### src/rtl/puf_response_deserializer_pkg.sv
// Shared types and defaults for the PUF response deserializer.
package puf_pkg;

  localparam int unsigned RESP_WIDTH_DEFAULT = 8;

  typedef enum logic [1:0] {
    IDLE  = 2'd0,
    SHIFT = 2'd1,
    HOLD  = 2'd2
  } deser_state_t;

endpackage

### src/rtl/puf_response_deserializer_if.sv
// Serial-in / word-out bus of the PUF response deserializer.
// PUF_RESP_PARITY_EN adds the out_parity signal.
interface puf_response_deserializer_if
  import puf_pkg::*;
#(
  parameter int unsigned W = RESP_WIDTH_DEFAULT
);
  logic         start;
  logic         in_bit;
  logic         in_valid;
  logic [W-1:0] out_word;
  logic         out_valid;
  logic         out_ready;
  logic         busy;
  logic         overrun;
`ifdef PUF_RESP_PARITY_EN
  logic         out_parity;
`endif

  modport master (
`ifdef PUF_RESP_PARITY_EN
    input  out_parity,
`endif
    output start, in_bit, in_valid, out_ready,
    input  out_word, out_valid, busy, overrun
  );

  modport slave (
`ifdef PUF_RESP_PARITY_EN
    output out_parity,
`endif
    input  start, in_bit, in_valid, out_ready,
    output out_word, out_valid, busy, overrun
  );

endinterface

### src/rtl/puf_response_deserializer_counter.sv
// Received-bit counter: sync clear, enable, saturates with terminal flag at W-1.
module puf_bit_counter #(
  parameter int unsigned W = 8
) (
  input  logic clk,
  input  logic rst,
  input  logic clr,
  input  logic en,
  output logic tc_c
);
  localparam int unsigned CW = $clog2(W);

  logic [CW-1:0] count;

  assign tc_c = (count == CW'(W - 1));

  always_ff @(posedge clk) begin
    if (rst || clr) begin
      count <= '0;
    end else if (en && !tc_c) begin
      count <= count + CW'(1);
    end
  end

endmodule

### src/rtl/puf_response_deserializer.sv
// Collects a framed serial PUF response into RESP_WIDTH-bit words (first bit in MSB).
// Optional PUF_RESP_PARITY_EN adds a registered even-parity bit of out_word.
module puf_response_deserializer
  import puf_pkg::*;
#(
  parameter int unsigned RESP_WIDTH = RESP_WIDTH_DEFAULT
) (
  input  logic                         clk,
  input  logic                         rst,
  puf_response_deserializer_if.slave   bus
);
  localparam int unsigned W = RESP_WIDTH;

  deser_state_t state, state_nxt;
  logic [W-2:0] sreg, sreg_nxt;
  logic [W-1:0] word_nxt;
  logic         valid_nxt;
  logic         overrun_nxt;
  logic         cnt_clr, cnt_en, cnt_tc;

  puf_bit_counter #(.W(W)) u_cnt (
    .clk  (clk),
    .rst  (rst),
    .clr  (cnt_clr),
    .en   (cnt_en),
    .tc_c (cnt_tc)
  );

  // State and output registers
  always_ff @(posedge clk) begin
    if (rst) begin
      state         <= IDLE;
      sreg          <= '0;
      bus.out_word  <= '0;
      bus.out_valid <= 1'b0;
      bus.overrun   <= 1'b0;
      bus.busy      <= 1'b0;
    end else begin
      state         <= state_nxt;
      sreg          <= sreg_nxt;
      bus.out_word  <= word_nxt;
      bus.out_valid <= valid_nxt;
      bus.overrun   <= overrun_nxt;
      bus.busy      <= (state_nxt != IDLE);
    end
  end

`ifdef PUF_RESP_PARITY_EN
  always_ff @(posedge clk) begin
    if (rst) bus.out_parity <= 1'b0;
    else     bus.out_parity <= ^word_nxt;
  end
`endif

  // Next-state and datapath control
  always_comb begin
    state_nxt   = state;
    sreg_nxt    = sreg;
    word_nxt    = bus.out_word;
    valid_nxt   = bus.out_valid;
    overrun_nxt = bus.overrun;
    cnt_clr     = 1'b0;
    cnt_en      = 1'b0;
    unique case (state)
      IDLE: begin
        if (bus.start) begin
          state_nxt = SHIFT;
          sreg_nxt  = '0;
          cnt_clr   = 1'b1;
        end
      end
      SHIFT: begin
        if (bus.start) begin
          sreg_nxt = '0;
          cnt_clr  = 1'b1;
        end else if (bus.in_valid) begin
          sreg_nxt = (W-1)'({sreg, bus.in_bit});
          cnt_en   = 1'b1;
          if (cnt_tc) begin
            word_nxt  = {sreg, bus.in_bit};
            valid_nxt = 1'b1;
            state_nxt = HOLD;
          end
        end
      end
      HOLD: begin
        if (bus.in_valid) overrun_nxt = 1'b1;
        if (bus.out_ready) begin
          valid_nxt = 1'b0;
          if (bus.start) begin
            state_nxt = SHIFT;
            sreg_nxt  = '0;
            cnt_clr   = 1'b1;
          end else begin
            state_nxt = IDLE;
          end
        end
      end
      default: state_nxt = IDLE;
    endcase
  end

endmodule

### src/flat_wrapper.sv
// flat-port wrapper written by rule: the top's interface ports become plain ports
module puf_response_deserializer_flat import puf_pkg::*;
#(
  parameter int unsigned RESP_WIDTH = RESP_WIDTH_DEFAULT
)
  (clk, rst, bus_start, bus_in_bit, bus_in_valid, bus_out_ready, bus_out_word, bus_out_valid, bus_busy, bus_overrun);
  puf_response_deserializer_if #(.W((8))) bus_i ();
  input  logic clk;
  input  logic rst;
  input wire logic [$bits(bus_i.start)-1:0] bus_start;
  input wire logic [$bits(bus_i.in_bit)-1:0] bus_in_bit;
  input wire logic [$bits(bus_i.in_valid)-1:0] bus_in_valid;
  input wire logic [$bits(bus_i.out_ready)-1:0] bus_out_ready;
  output wire logic [$bits(bus_i.out_word)-1:0] bus_out_word;
  output wire logic [$bits(bus_i.out_valid)-1:0] bus_out_valid;
  output wire logic [$bits(bus_i.busy)-1:0] bus_busy;
  output wire logic [$bits(bus_i.overrun)-1:0] bus_overrun;
  assign bus_i.start = bus_start;
  assign bus_i.in_bit = bus_in_bit;
  assign bus_i.in_valid = bus_in_valid;
  assign bus_i.out_ready = bus_out_ready;
  assign bus_out_word = bus_i.out_word;
  assign bus_out_valid = bus_i.out_valid;
  assign bus_busy = bus_i.busy;
  assign bus_overrun = bus_i.overrun;
  puf_response_deserializer #(.RESP_WIDTH(RESP_WIDTH)) u_core (.clk(clk), .rst(rst), .bus(bus_i));
endmodule
### config.mk
export PLATFORM = sky130hd
export DESIGN_NAME = puf_response_deserializer_flat
export DESIGN_NICKNAME = d
export VERILOG_FILES = /design/src/rtl/puf_response_deserializer_pkg.sv /design/src/rtl/puf_response_deserializer_if.sv /design/src/rtl/puf_response_deserializer_counter.sv /design/src/rtl/puf_response_deserializer.sv /design/src/flat_wrapper.sv
export SDC_FILE = /design/constraint.sdc
export NUM_CORES = 1
export LEC_CHECK = 0
export ABC_AREA = 1
export CORE_MARGIN = 10
export CORE_UTILIZATION = 40
export DETAILED_ROUTE_END_ITERATION = 10
export GPL_TIMING_DRIVEN = 1
export HOLD_SLACK_MARGIN = 0.06
export PLACE_DENSITY_LB_ADDON = 0.05
export RECOVER_POWER = 100
export SKIP_LAST_GASP = 1
export SLEW_MARGIN = 5
export SYNTH_ARGS = -nofsm -noshare
export SYNTH_HDL_FRONTEND = slang
export SYNTH_SLANG_ARGS = --single-unit
### constraint.sdc
create_clock -name clk -period 1.5 [get_ports clk]
set_clock_uncertainty 0.05 [all_clocks]
set_input_delay 0.225 -clock clk [delete_from_list [all_inputs] [get_ports clk]]
set_output_delay 0.225 -clock clk [all_outputs]
set_load 0.03 [all_outputs]
Yosys cells after proc, flatten, opt, wreduce, memory -nomap -nowiden
Cells that the tools add are included.
{"block": "word_totals", "elab_cells": 52, "input_bits": 6, "output_inout_bits": 11, "reg_bits": 23}
{"block": "op_classes", "n_reduce_logical": 12, "add_sub_neg": 1, "n_eq_ne": 8, "bitwise": 1, "mux": 23}
{"operator": "$mux 7", "n": 4}
{"operator": "$pmux 7 s3", "n": 1}
{"operator": "$mux 1", "n": 10}
{"operator": "$mux 2", "n": 5}
{"operator": "$ne 2x2->1 const B", "n": 4}
{"operator": "$pmux 2 s3", "n": 1}
{"operator": "$reduce_and 5->1", "n": 1}
{"operator": "$pmux 1 s2", "n": 2}
{"operator": "$reduce_and 4->1", "n": 1}
{"operator": "$reduce_bool 2->1", "n": 2}
{"operator": "$add 3x1->3 const B", "n": 1}
{"operator": "$eq 3x3->1 const B", "n": 1}
{"operator": "$ne 3x3->1 const B", "n": 1}
{"operator": "$reduce_and 3->1", "n": 1}
{"operator": "$reduce_bool 3->1", "n": 1}
{"operator": "$eq 2x1->1 const B", "n": 1}
{"operator": "$eq 2x2->1 const B", "n": 1}
{"operator": "$logic_not 2->1", "n": 1}
{"operator": "$reduce_and 2->1", "n": 1}
{"operator": "$reduce_or 2->1", "n": 1}
{"operator": "$logic_and 1x1->1", "n": 1}
{"operator": "$logic_not 1->1", "n": 1}
{"operator": "$logic_or 1x1->1", "n": 1}
{"operator": "$not 1->1", "n": 1}

Longest topological paths before layout
{"block": "logic_depth", "ltp_word": 6, "depth_mapped": 8}

Cells and area by module
Synthesis repeated with hierarchy kept, for this count alone.
{"block": "hier_totals", "cells_unflattened": 156, "area_unflattened_um2": 1099.8}
{"mod": "puf_response_deserializer", "instances": 1, "area_each_um2": 940.9, "cells_each": 133, "seq_area_each_um2": 400.4}
{"mod": "puf_bit_counter", "instances": 1, "area_each_um2": 158.9, "cells_each": 23, "seq_area_each_um2": 60.1}

Worst setup path after synthesis
Ideal clock, no wire load.
{"block": "synth_timing", "path_kind": "flip-flop to flip-flop", "from": "register u_core.u_cnt.count[0]", "to": "register u_core.bus.out_word[0]", "required_ns": 1.334, "setup_ns": 0.116, "t_arrival_ns": 1.169, "path_slack_ns": 0.165, "synth_period_minus_slack_ns": 1.335, "stages_incl_launch_ff": 7, "cell_sequence": "dfxtp_1 ha_1 ha_1 nand3_2 buf_2 o21ai_0 nor2_1"}
{"block": "synth_via", "elab_chain_len": 2}
{"element": "start, declared", "line_no": "puf_response_deserializer_counter.sv:13", "source": "logic [CW-1:0] count;"}
{"element": "start signal, assigned", "line_no": "puf_response_deserializer_counter.sv:21", "source": "count <= count + CW'(1);"}
{"element": "$eq 3x3->1", "line_no": "puf_response_deserializer_counter.sv:15", "source": "assign tc_c = (count == CW'(W - 1));"}
{"element": "$reduce_and 4->1 (no source line)"}
{"element": "end signal, assigned", "line_no": "puf_response_deserializer.sv:41", "source": "bus.out_word <= word_nxt;"}
{"element": "end, declared", "line_no": "puf_response_deserializer_if.sv:33", "source": "output out_word, out_valid, busy, overrun"}
Every way passes these cells.
A chain may end at the register's enable or synchronous reset.

Worst setup path after layout
{"block": "layout_timing", "from": "register u_core.u_cnt.count[0]", "to": "register u_core.u_cnt.count[2]"}
{"block": "layout_via", "elab_chain_len": 3, "elab_cells_between_ends": 4, "classes_between": "add/sub (1); eq/ne (1); reduce/logical (2)"}
{"element": "parallel branches: the longest is 3 deep, another holds $add 3x1->3"}
Several ways; the timed one is not identified.

==> impl_metrics.json <==
{
  "ys_ff_latch": 23,
  "ir_drop_mv": 0.479,
  "switching_power_uw": 316,
  "synth-xor-area-share_pct": 0,
  "crit_required_ns": 1.71,
  "dpl_hpwl_um": 1780,
  "initial_utilization_pct": 43.0,
  "synth_fp_nets": 161,
  "routed_via_density": 4.63,
  "synthSimpleGateAreaFrac_pct": 38.3,
  "clockPowerShare_pct": 25.8,
  "post-place-ws_ns": -0.126,
  "cts_setup_buffers": 0,
  "layout.cells.most_common": "sky130_fd_sc_hd__nand2_1",
  "yosys.cell_types.count": 20,
  "grt_overflow": 0,
  "setup_slack_ns": 0.138,
  "worst_r2r_path_depth": 6,
  "number_of_vias_in_the_routed_layout": 967,
  "drt_first_iter_violations": 43,
  "tritoncts.num_buffers": 3,
  "max_clock_buf_depth": 2,
  "number_of_pins_with_negative_max_slew_slack_in_the_final_report": 0,
  "n_antenna_cell": 0,
  "main_combinational_cell_family_by_area_after_synthesis": "simple AND/OR/NAND/NOR gates",
  "die_boundary_width_um": 72.3,
  "worstPathMaxFanout": 4,
  "synthesized_area_divided_by_synthesized_cell_count_um2": 7.15,
  "mux_contribution_to_synthesized_area_pct": 0,
  "status": "finished, final reports clean",
  "finalNetCount": 188,
  "portBuffers": 16,
  "p_leak_uw": 0.000687,
  "max_cap_viol": 0,
  "synthesis.area_mm2": 0.00109,
  "most-common-layout-cells": "33 x sky130_fd_sc_hd__nand2_1, 31 x sky130_fd_sc_hd__nor2_1, 23 x sky130_fd_sc_hd__dfxtp_1",
  "layout-area-overhead-vs-synth_pct": 22.8,
  "worst-slew-pin-transition_ns": 0.315,
  "coreArea_mm2": 0.00254,
  "hold_viol_final": 0,
  "io_pins": 17,
  "floorplan.die_area_mm2": 0.00523,
  "place.gp.congestion": 0.824,
  "track_usage_pct": 9.09,
  "worst-setup-path-type": "flop to flop",
  "layout_cell_share_with_drive_strength_beyond_1_pct": 13.4,
  "grt_pass1_wl_um": 3980,
  "hold_bufs_at_cts": 0,
  "routed_wire_length_per_instance_um": 10.8,
  "power.combinational.fraction_pct": 16.1,
  "grt_max_degree": 17,
  "seqPwrFrac_pct": 58.1,
  "ctsHtreeMaxLevel": 1,
  "syn-instance-count": 153,
  "hold_class": "flop to flop",
  "internal_power_uw": 807,
  "placedCellCount": 205,
  "part_of_the_yosys_area_used_for_sequential_elements_pct": 42.1,
  "clock_sinks": 23,
  "endpoint_kind": "flop",
  "first_global_vias": 942,
  "finalWirelength_um": 2270,
  "finish.utilization_pct": 52.8,
  "switching_part_of_the_total_pct": 28.1,
  "rsz0062_at_grt": "false",
  "die_height_um": 72.3,
  "synth_compound_area_share_pct": 7.09,
  "worst_slew_margin_rel_pct": 79.1,
  "root_buffer": "sky130_fd_sc_hd__clkbuf_4",
  "tritoncts_clock_tree": "done",
  "final_min_period_over_clock_period_pct": 90.8,
  "final_cell_count_no_fill": 209,
  "max_freq_ghz": 0.734,
  "finalInstanceArea_mm2": 0.00134,
  "worst_skew_pair.late_latency_ns": 0.31,
  "min_period_ns": 1.36,
  "post_synth_fa_ha_maj_area_fraction_pct": 2.29,
  "timing.critical_path.from_type": "flop",
  "critical_path_arrival_ns": 1.57,
  "timing.hold.worst_path_depth": 2,
  "drt_first_pass_iters": 4,
  "antenna_left": 0,
  "placed_cell_area_mm2": 0.00133,
  "clk_pin_slew_worst_paths_ns": 0.13,
  "initial_antenna_violation_count": 0,
  "power_per_cell_area_mw_per_mm2": 836,
  "drc": 0,
  "ys_warns": 0,
  "placement_rows": 18,
  "timing.final.setup_violations": 0
}
-- through the flow --
stage / setup TNS (ns) / total power [µW] / hold slack (ns)
CTS: 0 / 1140 / 0.430
floorplan: 0 / 793 / 0.244
detailed placement: -1.47 / 851 / 0.408
global route: 0 / 1190 / 0.464
global placement: -0.975 / 851 / 0.404
finish: 0 / 1120 / 0.426
-- flip-flops by register name, indices dropped and copies added, names as in the netlist --
| register | flops |
|---|---|
| u_core.bus.out_word | 8 |
| u_core.sreg | 7 |
| u_core.u_cnt.count | 3 |
| u_core.state | 2 |
| u_core.bus.busy | 1 |
| u_core.bus.out_valid | 1 |
| u_core.bus.overrun | 1 |
-- metal layers --
metal / wire, µm / global-route usage [%]
met5: 0 / 0
met2: 952 / 15.3
met1: 1110 / 10.5
met3: 175 / 3.40
met4: 27 / 2.58
-- power groups by stage --
stage,clock [µW],combinational [µW],sequential (µW)
floorplan,0,129,663
global placement,0,186,665
detailed placement,0,186,665
CTS,307,185,651
global route,325,210,655
finish,289,181,652
-- worst paths after layout --
check	startpoint	endpoint	slack, ns
setup / recovery	u_core.u_cnt.count[0]$_SDFFE_PP0P_	u_core.u_cnt.count[2]$_SDFFE_PP0P_	0.14
hold / removal	u_core.bus.out_valid$_SDFFE_PP0P_	u_core.bus.out_valid$_SDFFE_PP0P_	0.43
setup reg to reg	u_core.u_cnt.count[0]$_SDFFE_PP0P_	u_core.u_cnt.count[2]$_SDFFE_PP0P_	0.14
hold reg to reg	u_core.bus.out_valid$_SDFFE_PP0P_	u_core.bus.out_valid$_SDFFE_PP0P_	0.43
-- area by class of cell --
cell class	instances	area, µm²
clock buffers	3	22.5
clock inverters	1	5.00
fillers	275	1200
inverters	22	85.1
multi-input cells	105	518
flip-flops and latches	23	460
well taps	30	37.5
repair buffers	25	214
-- timing repair --
item / 4_1_cts / 5_1_grt
endpoints found under the hold margin: 0 / 0
setup endpoints to repair: 11 / 9
gates resized for setup: 11 / 5
-- cells in the mapped netlist --
cell / number / area (µm²)
sky130_fd_sc_hd__buf_12: 1 / 20.0
sky130_fd_sc_hd__a21oi_1: 5 / 25.0
sky130_fd_sc_hd__nand2_4: 1 / 11.3
sky130_fd_sc_hd__nand3_2: 1 / 10.0
sky130_fd_sc_hd__nand2_2: 1 / 6.26
sky130_fd_sc_hd__o21a_1: 1 / 7.51
sky130_fd_sc_hd__o21ai_0: 7 / 35.0
sky130_fd_sc_hd__nor2_4: 3 / 33.8
sky130_fd_sc_hd__nand2_1: 33 / 124
sky130_fd_sc_hd__nand2_8: 1 / 20.0
sky130_fd_sc_hd__ha_1: 2 / 25.0
sky130_fd_sc_hd__o21ai_1: 2 / 10.0
sky130_fd_sc_hd__clkbuf_1: 1 / 3.75
sky130_fd_sc_hd__nand3_4: 1 / 17.5
sky130_fd_sc_hd__buf_2: 1 / 5.00
sky130_fd_sc_hd__nor2_1: 31 / 116
sky130_fd_sc_hd__inv_2: 3 / 11.3
sky130_fd_sc_hd__dfxtp_1: 23 / 460
sky130_fd_sc_hd__nand3_1: 16 / 80.1
sky130_fd_sc_hd__inv_1: 19 / 71.3
-- critical path, cell delays in order (launching register included) --
cell and delay (ns):
sky130_fd_sc_hd__dfxtp_1 0.35, sky130_fd_sc_hd__ha_1 0.20, sky130_fd_sc_hd__ha_2 0.21, sky130_fd_sc_hd__buf_4 0.14, sky130_fd_sc_hd__nor2_2 0.16, sky130_fd_sc_hd__nand2_1 0.08
sky130_fd_sc_hd__a21oi_1 0.12
-- cell families (layout without fill, tap and decap cells) --
group	Yosys count	in the layout
AO/OA/AOI/OAI	15	15
buffers and inverters	25	51
adder cells (fa/ha/maj)	2	2
flip-flops	23	23
AND/OR/NAND/NOR	88	88
Power figures use the tool's default switching activity.
